$ cat config.mk
export PLATFORM = sky130hd
export DESIGN_NAME = aq_mmu_jtlb_sram_ctrl
export DESIGN_NICKNAME = d
export VERILOG_FILES = /design/src/rtl/aq_mmu_jtlb_sram_ctrl.sv
export SDC_FILE = /design/constraint.sdc
export NUM_CORES = 1
export LEC_CHECK = 0
export ABC_AREA = 1
export CAP_MARGIN = 20
export CORE_AREA = 2 2 240 242
export CTS_CLUSTER_SIZE = 30
export DETAILED_ROUTE_END_ITERATION = 6
export DIE_AREA = 0 0 242 244
export SYNTH_ARGS = -nofsm -noshare
export SYNTH_HDL_FRONTEND = slang
export SYNTH_SLANG_ARGS = --single-unit
$ cat constraint.sdc
create_clock -name forever_cpuclk -period 1.9 [get_ports forever_cpuclk]
set_clock_uncertainty 0.15 [all_clocks]
set_input_delay 0.38 -clock forever_cpuclk [delete_from_list [all_inputs] [get_ports forever_cpuclk]]
set_output_delay 0.38 -clock forever_cpuclk [all_outputs]
set_load 0.02 [all_outputs]
$ cat src/rtl/aq_mmu_jtlb_sram_ctrl.sv
// jTLB SRAM access controller: arbitrates masked writes and reads into the
// 64x98 single-port array and runs full-array invalidate sweeps.
module aq_mmu_jtlb_sram_ctrl #(
  parameter int ADDR_WIDTH = 6,
  parameter int DATA_WIDTH = 98,
  parameter int DEPTH      = 64,
  parameter int INV_ON_RST = 1
) (
  input  logic                  forever_cpuclk,
  input  logic                  cpurst,
  input  logic                  inv_all_req,
  output logic                  inv_all_done,
  output logic                  busy,
  input  logic                  wr_req,
  input  logic [ADDR_WIDTH-1:0] wr_idx,
  input  logic [DATA_WIDTH-1:0] wr_data,
  input  logic [DATA_WIDTH-1:0] wr_mask,
  output logic                  wr_ack,
  input  logic                  rd_req,
  input  logic [ADDR_WIDTH-1:0] rd_idx,
  output logic                  rd_ack,
  output logic                  rd_vld,
  output logic [DATA_WIDTH-1:0] rd_data,
  output logic                  sram_cen,
  output logic                  sram_gwen,
  output logic [DATA_WIDTH-1:0] sram_wen,
  output logic [ADDR_WIDTH-1:0] sram_a,
  output logic [DATA_WIDTH-1:0] sram_d,
  input  logic [DATA_WIDTH-1:0] sram_q
);

  typedef enum logic {S_IDLE, S_INV} state_t;

  state_t                r_state;
  logic [ADDR_WIDTH-1:0] r_cnt;
  logic [ADDR_WIDTH-1:0] r_a;
  logic [DATA_WIDTH-1:0] r_d;
  logic [DATA_WIDTH-1:0] r_rdata;
  logic                  r_done;
  logic                  r_rvld;
  logic                  r_post;

  logic w_inv_req;
  logic w_idle;
  logic w_wack;
  logic w_rack;
  logic w_last;

  // r_post marks the first cycle out of reset, which acts as an invalidate request
  assign w_inv_req = inv_all_req | ((INV_ON_RST != 0) & r_post);
  assign w_idle    = (r_state == S_IDLE) & ~cpurst;
  assign w_wack    = w_idle & wr_req & ~w_inv_req;
  assign w_rack    = w_idle & rd_req & ~wr_req & ~w_inv_req;
  assign w_last    = (r_cnt == ADDR_WIDTH'(DEPTH - 1));

  assign wr_ack       = w_wack;
  assign rd_ack       = w_rack;
  assign busy         = (r_state == S_INV) & ~cpurst;
  assign inv_all_done = r_done & ~cpurst;
  assign rd_vld       = r_rvld & ~cpurst;
  // SRAM data arrives the cycle after the read, so it is bypassed onto rd_data
  // in the valid cycle and captured into r_rdata for the hold cycles after
  assign rd_data      = cpurst ? '0 : (r_rvld ? sram_q : r_rdata);

  always_comb begin
    sram_cen  = 1'b1;
    sram_gwen = 1'b1;
    sram_wen  = '1;
    sram_a    = r_a;
    sram_d    = r_d;
    if (cpurst) begin
      sram_a = '0;
      sram_d = '0;
    end else if (r_state == S_INV) begin
      sram_cen  = 1'b0;
      sram_gwen = 1'b0;
      sram_wen  = '0;
      sram_a    = r_cnt;
      sram_d    = '0;
    end else if (w_wack) begin
      sram_cen  = 1'b0;
      sram_gwen = 1'b0;
      sram_wen  = ~wr_mask;
      sram_a    = wr_idx;
      sram_d    = wr_data;
    end else if (w_rack) begin
      sram_cen  = 1'b0;
      sram_a    = rd_idx;
    end
  end

  always_ff @(posedge forever_cpuclk) begin
    if (cpurst) begin
      r_state <= S_IDLE;
      r_cnt   <= '0;
      r_a     <= '0;
      r_d     <= '0;
      r_rdata <= '0;
      r_done  <= 1'b0;
      r_rvld  <= 1'b0;
      r_post  <= 1'b1;
    end else begin
      r_post <= 1'b0;
      r_done <= 1'b0;
      r_rvld <= w_rack;
      if (r_rvld) r_rdata <= sram_q;
      case (r_state)
        S_IDLE: begin
          if (w_inv_req) begin
            r_state <= S_INV;
            r_cnt   <= '0;
          end else if (w_wack) begin
            r_a <= wr_idx;
            r_d <= wr_data;
          end else if (w_rack) begin
            r_a <= rd_idx;
          end
        end
        S_INV: begin
          r_a <= r_cnt;
          r_d <= '0;
          if (w_last) begin
            r_state <= S_IDLE;
            r_done  <= 1'b1;
          end else begin
            r_cnt <= r_cnt + 1'b1;
          end
        end
        default: r_state <= S_IDLE;
      endcase
    end
  end

endmodule

== Word-level counts from Yosys, hierarchy flattened ==
Index checks and enable logic that the tools add are counted.
W data, S select, Z words.
Word-level totals
  register bits after elaboration: 212
  bits in latches: 0
  memory bits (writable): 0
  bits in read-only memories: 0
  input bits: 311
  output and inout port bits: 307
  word-level logic and storage cells: 61
  memories: 0
Operators by class
  add/sub/neg operators: 1
  multiply operators: 0
  divide/modulo/power cells: 0
  magnitude comparators: 0
  equality and inequality tests: 4
  shifts and indexed selects: 0
  multiplexer cells: 31
  bitwise operators: 15
  reductions and logical operators: 2
Operators with widths (number)
  $mux W98: 9
  $pmux W98 S2: 1
  $not A98 Y98: 1
  $mux W6: 7
  $pmux W6 S2: 2
  $mux W1: 11
  $and A1 B1 Y1: 9
  $add A6 B1 Y6 const B: 1
  $eq A6 B6 Y1 const B: 1
  $ne A2 B2 Y1 const B: 3
  $not A1 Y1: 4
  $pmux W1 S2: 1
  $reduce_and A2 Y1: 1
  $reduce_or A2 Y1: 1
  $or A1 B1 Y1: 1

== Logic depth before layout (Yosys ltp) ==
  depth after elaboration: 9
  depth in mapped cells: 8
  gate-level depth less buffers: 8

== Worst setup path after synthesis ==
OpenSTA, ideal clock, no wires.
  kind: input to output
  start: input cpurst
  end: output sram_a[1]
  data arrival time: 1.636 ns
  data required time: 1.370 ns
  path slack: -0.266 ns
  stages: 8
  path buffers: 1
  path through: buf_6 -> nor2_4 -> nand3_1 -> inv_1 -> nand2_1 -> nand2_1 -> nand2_1 -> a21oi_1
On the way
  cells in the longest elaborated chain, start to end: 9
  elaborated cells on any way between the ends: 11
  classes of those cells: mux: 4; bitwise: 7
RTL lines
  from (decl): line 10  | input logic cpurst,
  $not A1 Y1: line 51  | assign w_idle = (r_state == S_IDLE) & ~cpurst;
  $and A1 B1 Y1: line 51
  $and A1 B1 Y1 (3 in series): line 53  | assign w_rack = w_idle & rd_req & ~wr_req & ~w_inv_req;
  named net rd_ack: line 21  | output logic rd_ack,
  $mux W6 (2 in series)
  $mux W6: line 74  | end else if (r_state == S_INV) begin
  $mux W6: line 71  | if (cpurst) begin
  to (decl): line 27  | output logic [ADDR_WIDTH-1:0] sram_a,
The timed path passes the listed nets, and every way through them passes these cells.

== Worst setup path in the final report ==
  start: register r_state
  end: output sram_wen[22]
On the way
  cells in the longest elaborated chain, start to end: 7
RTL lines
  from (decl): line 34  | state_t r_state;
  from (signal assigned): line 94  | r_state <= S_IDLE;
  from (signal assigned): line 110  | r_state <= S_INV;
  from (signal assigned): line 123  | r_state <= S_IDLE;
  $not A1 Y1
  $and A1 B1 Y1: line 51
  $and A1 B1 Y1 (2 in series): line 52  | assign w_wack = w_idle & wr_req & ~w_inv_req;
  $mux W98: line 80  | end else if (w_wack) begin
  $mux W98 *: line 74
  $mux W98 *: line 71
  to (decl): line 26  | output logic [DATA_WIDTH-1:0] sram_wen,
Mark *: on every way between the ends. The rest lies on a longest branch, timed or not.

==> impl_metrics.toml <==
[synth]
yosysWarningCount = 0
yosysSeqAreaShare_pct = 49.4
synth_cells = 1197
synth.ff_latch_count = 212
synth.area.top_cells = "sky130_fd_sc_hd__dfxtp_1 (49%), sky130_fd_sc_hd__o21ai_0 (14%), sky130_fd_sc_hd__nor2_1 (10%)"
mappedNetlistArea_mm2 = 0.00859
post-synth-top-area-fraction_pct = 49.4
synth_fp_nets = 1509
synthesis.area_per_instance_um2 = 7.18
yosys.area.top_type = "sky130_fd_sc_hd__dfxtp_1"
number_of_library_cell_types_mapped_by_synthesis = 25

[placement]
gp_routability_congestion = 0.938
detailed_place_hpwl_um = 36100
place_inst = 2646
port-buffer-count = 617
placed_area_mm2 = 0.0172
dpl_worst_slack_ns = -1.21

[timing]
fin_crit_ns = 2.72
timing.final.setup_violations = 306
fin_ws_ns = -0.819
slew-limit-headroom_pct = 72.9
finalSetupTns_ns = -183.04
timing_hold_violations_final = 0
final_cycle_share_pct = 143
max_slew.worst_pin.slew_ns = 0.403
setup_repair_after_global_routing_missed_its_margin = "true"
timing_max_transition_violations_final = 0
fmaxAchievable_mhz = 368

[pwr]
power.density_cell_area_mw_per_mm2 = 618
p_leak_nw = 8.58
vdd.ir_drop.worst_mv = 0.573

[route]
drt_drc_violations_left = 0
detail_route.iter0.violations = 487
dr_total_vias = 11604
first_pass_iters = 5
drt-vias-per-instance = 4.16
finalWirelength_um = 52200
drtAntennaViolNets = 0
routedWlPerCell_um = 18.7

[floorplanning]
die_width_um = 242
start_util_pct = 15.3
die_h_um = 244
pin_count = 618
die_area_mm2 = 0.0590
core_region_area_mm2 = 0.0562
fp-row-count = 87

[hold_path]
worstHoldStart = "sram_q[79]"
min_to = "r_rdata[79]"
hold_path_class = "in2reg"
worst_hold_path.num_cells = 3

[outcome]
failing_checks = "negative setup slack"
outcome = "finished with violations"

[grt]
grt_use_total_pct = 15.8
grt_pass1_vias = 11365
globalRoute.totalOverflow = 0
grt_max_degree = 77
global_route_wire_length_before_repair_um = 71200
antenna_found_initial = 3

[critical_path]
critical_path.startpoint = "r_state"
worst_setup_path_start_kind = "flop"
worst_ep_arrival_time_ns = 2.19
worst_r2r_endpoint = "r_d[85]"
critical_path.reg2reg.startpoint = "r_state"
worst_path_max_delay_cell = "sky130_fd_sc_hd__dfxtp_4"
critical_path.max_fanout = 7
timing.critical_path.cells = "nor2_4 -> nand3_4 -> nand2_2 -> inv_2 -> nor2_4 -> buf_12 -> buf_8 -> buf_4 -> buf_6 -> o21ai_1 -> buf_2"
ff2ff_path_depth = 10
critical_path.endpoint_type = "output port"
cpMostUsedCell = "sky130_fd_sc_hd__nor2_4"
setup.reg_to_reg.worst_slack_ns = 0.03
cpPeakStageDelay_ns = 0.35
critical_path_required_ns = 1.37
path_class = "reg2out"

[clock_tree]
cts.root.buffer_cell = "sky130_fd_sc_hd__clkbuf_16"
cts_inserted_buffers = 26
clkTransAtPathRegs_ns = 0.06
cts_tree = "yes"
holdBufCountCts = 0
clkLatencyLatePin_ns = 0.54
cts_max_path_buffers = 3
htree_levels = 1
cts_sinks = 212

[layout]
post_synthesis_to_final_layout_area_growth_pct = 132
final_nets = 2329
layout.cells.most_common_list = "sky130_fd_sc_hd__clkdlybuf4s50_1 (334), sky130_fd_sc_hd__buf_4 (283), sky130_fd_sc_hd__dfxtp_1 (210)"
layout.core_utilization_pct = 35.5
post_layout_nonfiller_instances = 2790
layout-drive-gt1-share_pct = 39.8
most_common_cell_after_layout_fill_and_taps_aside = "sky130_fd_sc_hd__clkdlybuf4s50_1"
postLayoutCellArea_mm2 = 0.0200
num-fill-cells = 5775

[run]
max-cap-violations = 0
[per-layer routing]
layer	track usage, %	wire length [µm]	vias to the layer above
li1	-	-	5593
met1	20.2	22000	5397
met4	4.03	1080	2
met3	7.05	6150	70
met2	24.1	23000	542
met5	0	13	-
[timing repair]
item / in CTS / in global routing
gates cloned: 15 / 13
setup endpoints to repair: 306 / 310
endpoints found under the hold margin: 0 / 0
setup buffers: 30 / 52
gates resized for setup: 695 / 815
pin swaps: 8 / 9
[where the power goes]
part / leakage (nW) / internal, W / switching, W
Clock: 0.393 / 0.00286 / 0.00193
Sequential: 1.72 / 0.00454 / 0.0000302
Combinational: 6.47 / 0.00157 / 0.00140
Total: 8.58 / 0.00897 / 0.00336
[registers in the layout, indices dropped and copies added (netlist names)]
signal	cells
r_a	6
r_cnt	6
r_d	98
r_done	1
r_post	1
r_rdata	98
r_rvld	1
r_state	1
[critical path, delay by kind of cell, from the launching register on]
| kind | cells | cell delay (ns) |
|---|---|---|
| AO/OA/AOI/OAI | 1 | 0.06 |
| buffers and inverters | 6 | 0.73 |
| AND/OR/NAND/NOR | 4 | 0.49 |
| flip-flops | 1 | 0.35 |
[through the flow]
step                      power [W]  hold WS (ns)
after floorplan             0.00546         0.258
after global placement      0.00700         0.283
after detailed placement    0.00701         0.290
after CTS                    0.0121         0.224
after global routing         0.0128         0.269
final                        0.0123         0.290
[kinds of logic (layout without fill, tap and decap cells)]
| group | Yosys count | after routing | synth area share (%) |
|---|---|---|---|
| and+or+nand+nor | 452 | 452 | 20.9 |
| AOI/OAI and AO/OA | 378 | 378 | 22.3 |
| buffers and inverters | 154 | 988 | 7.30 |
| DFF | 212 | 212 | 49.4 |
| other | 0 | 3 | 0 |
| adders and majority gates | 1 | 1 | 0.146 |
[synthesized netlist by cell type (all sizes together)]
library cell  instances
nand2               159
nor4                  1
dfxtp               212
nand3                47
ha                    1
or2                   1
a31o                  1
buf                  27
nand4                 3
o21bai                2
a21boi                5
inv                  60
nor2                241
o21ai               256
a21oi               114
clkbuf               67
[worst max-delay path by stage]
stage	endpoint	slack [ns]	cells after the start
floorplan	sram_d[16]	-0.15	6
global placement	sram_d[15]	-1.18	9
detailed placement	sram_d[97]	-1.21	9
CTS	sram_d[76]	-0.94	8
global route	sram_wen[22]	-0.90	11
finish	sram_wen[22]	-0.82	11
[cell type report]
class	instances	area (µm²)	share of cell area (%)
repair buffers	886	8760	43.9
clock inverters	3	43.8	0.219
flip-flops and latches	212	4250	21.3
clock buffers	39	761	3.81
diodes	3	7.51	0.0376
inverters	60	248	1.24
multi-input cells	831	4950	24.8
well taps	756	946	4.74
Note: power is estimated with default switching activity, not from simulation.
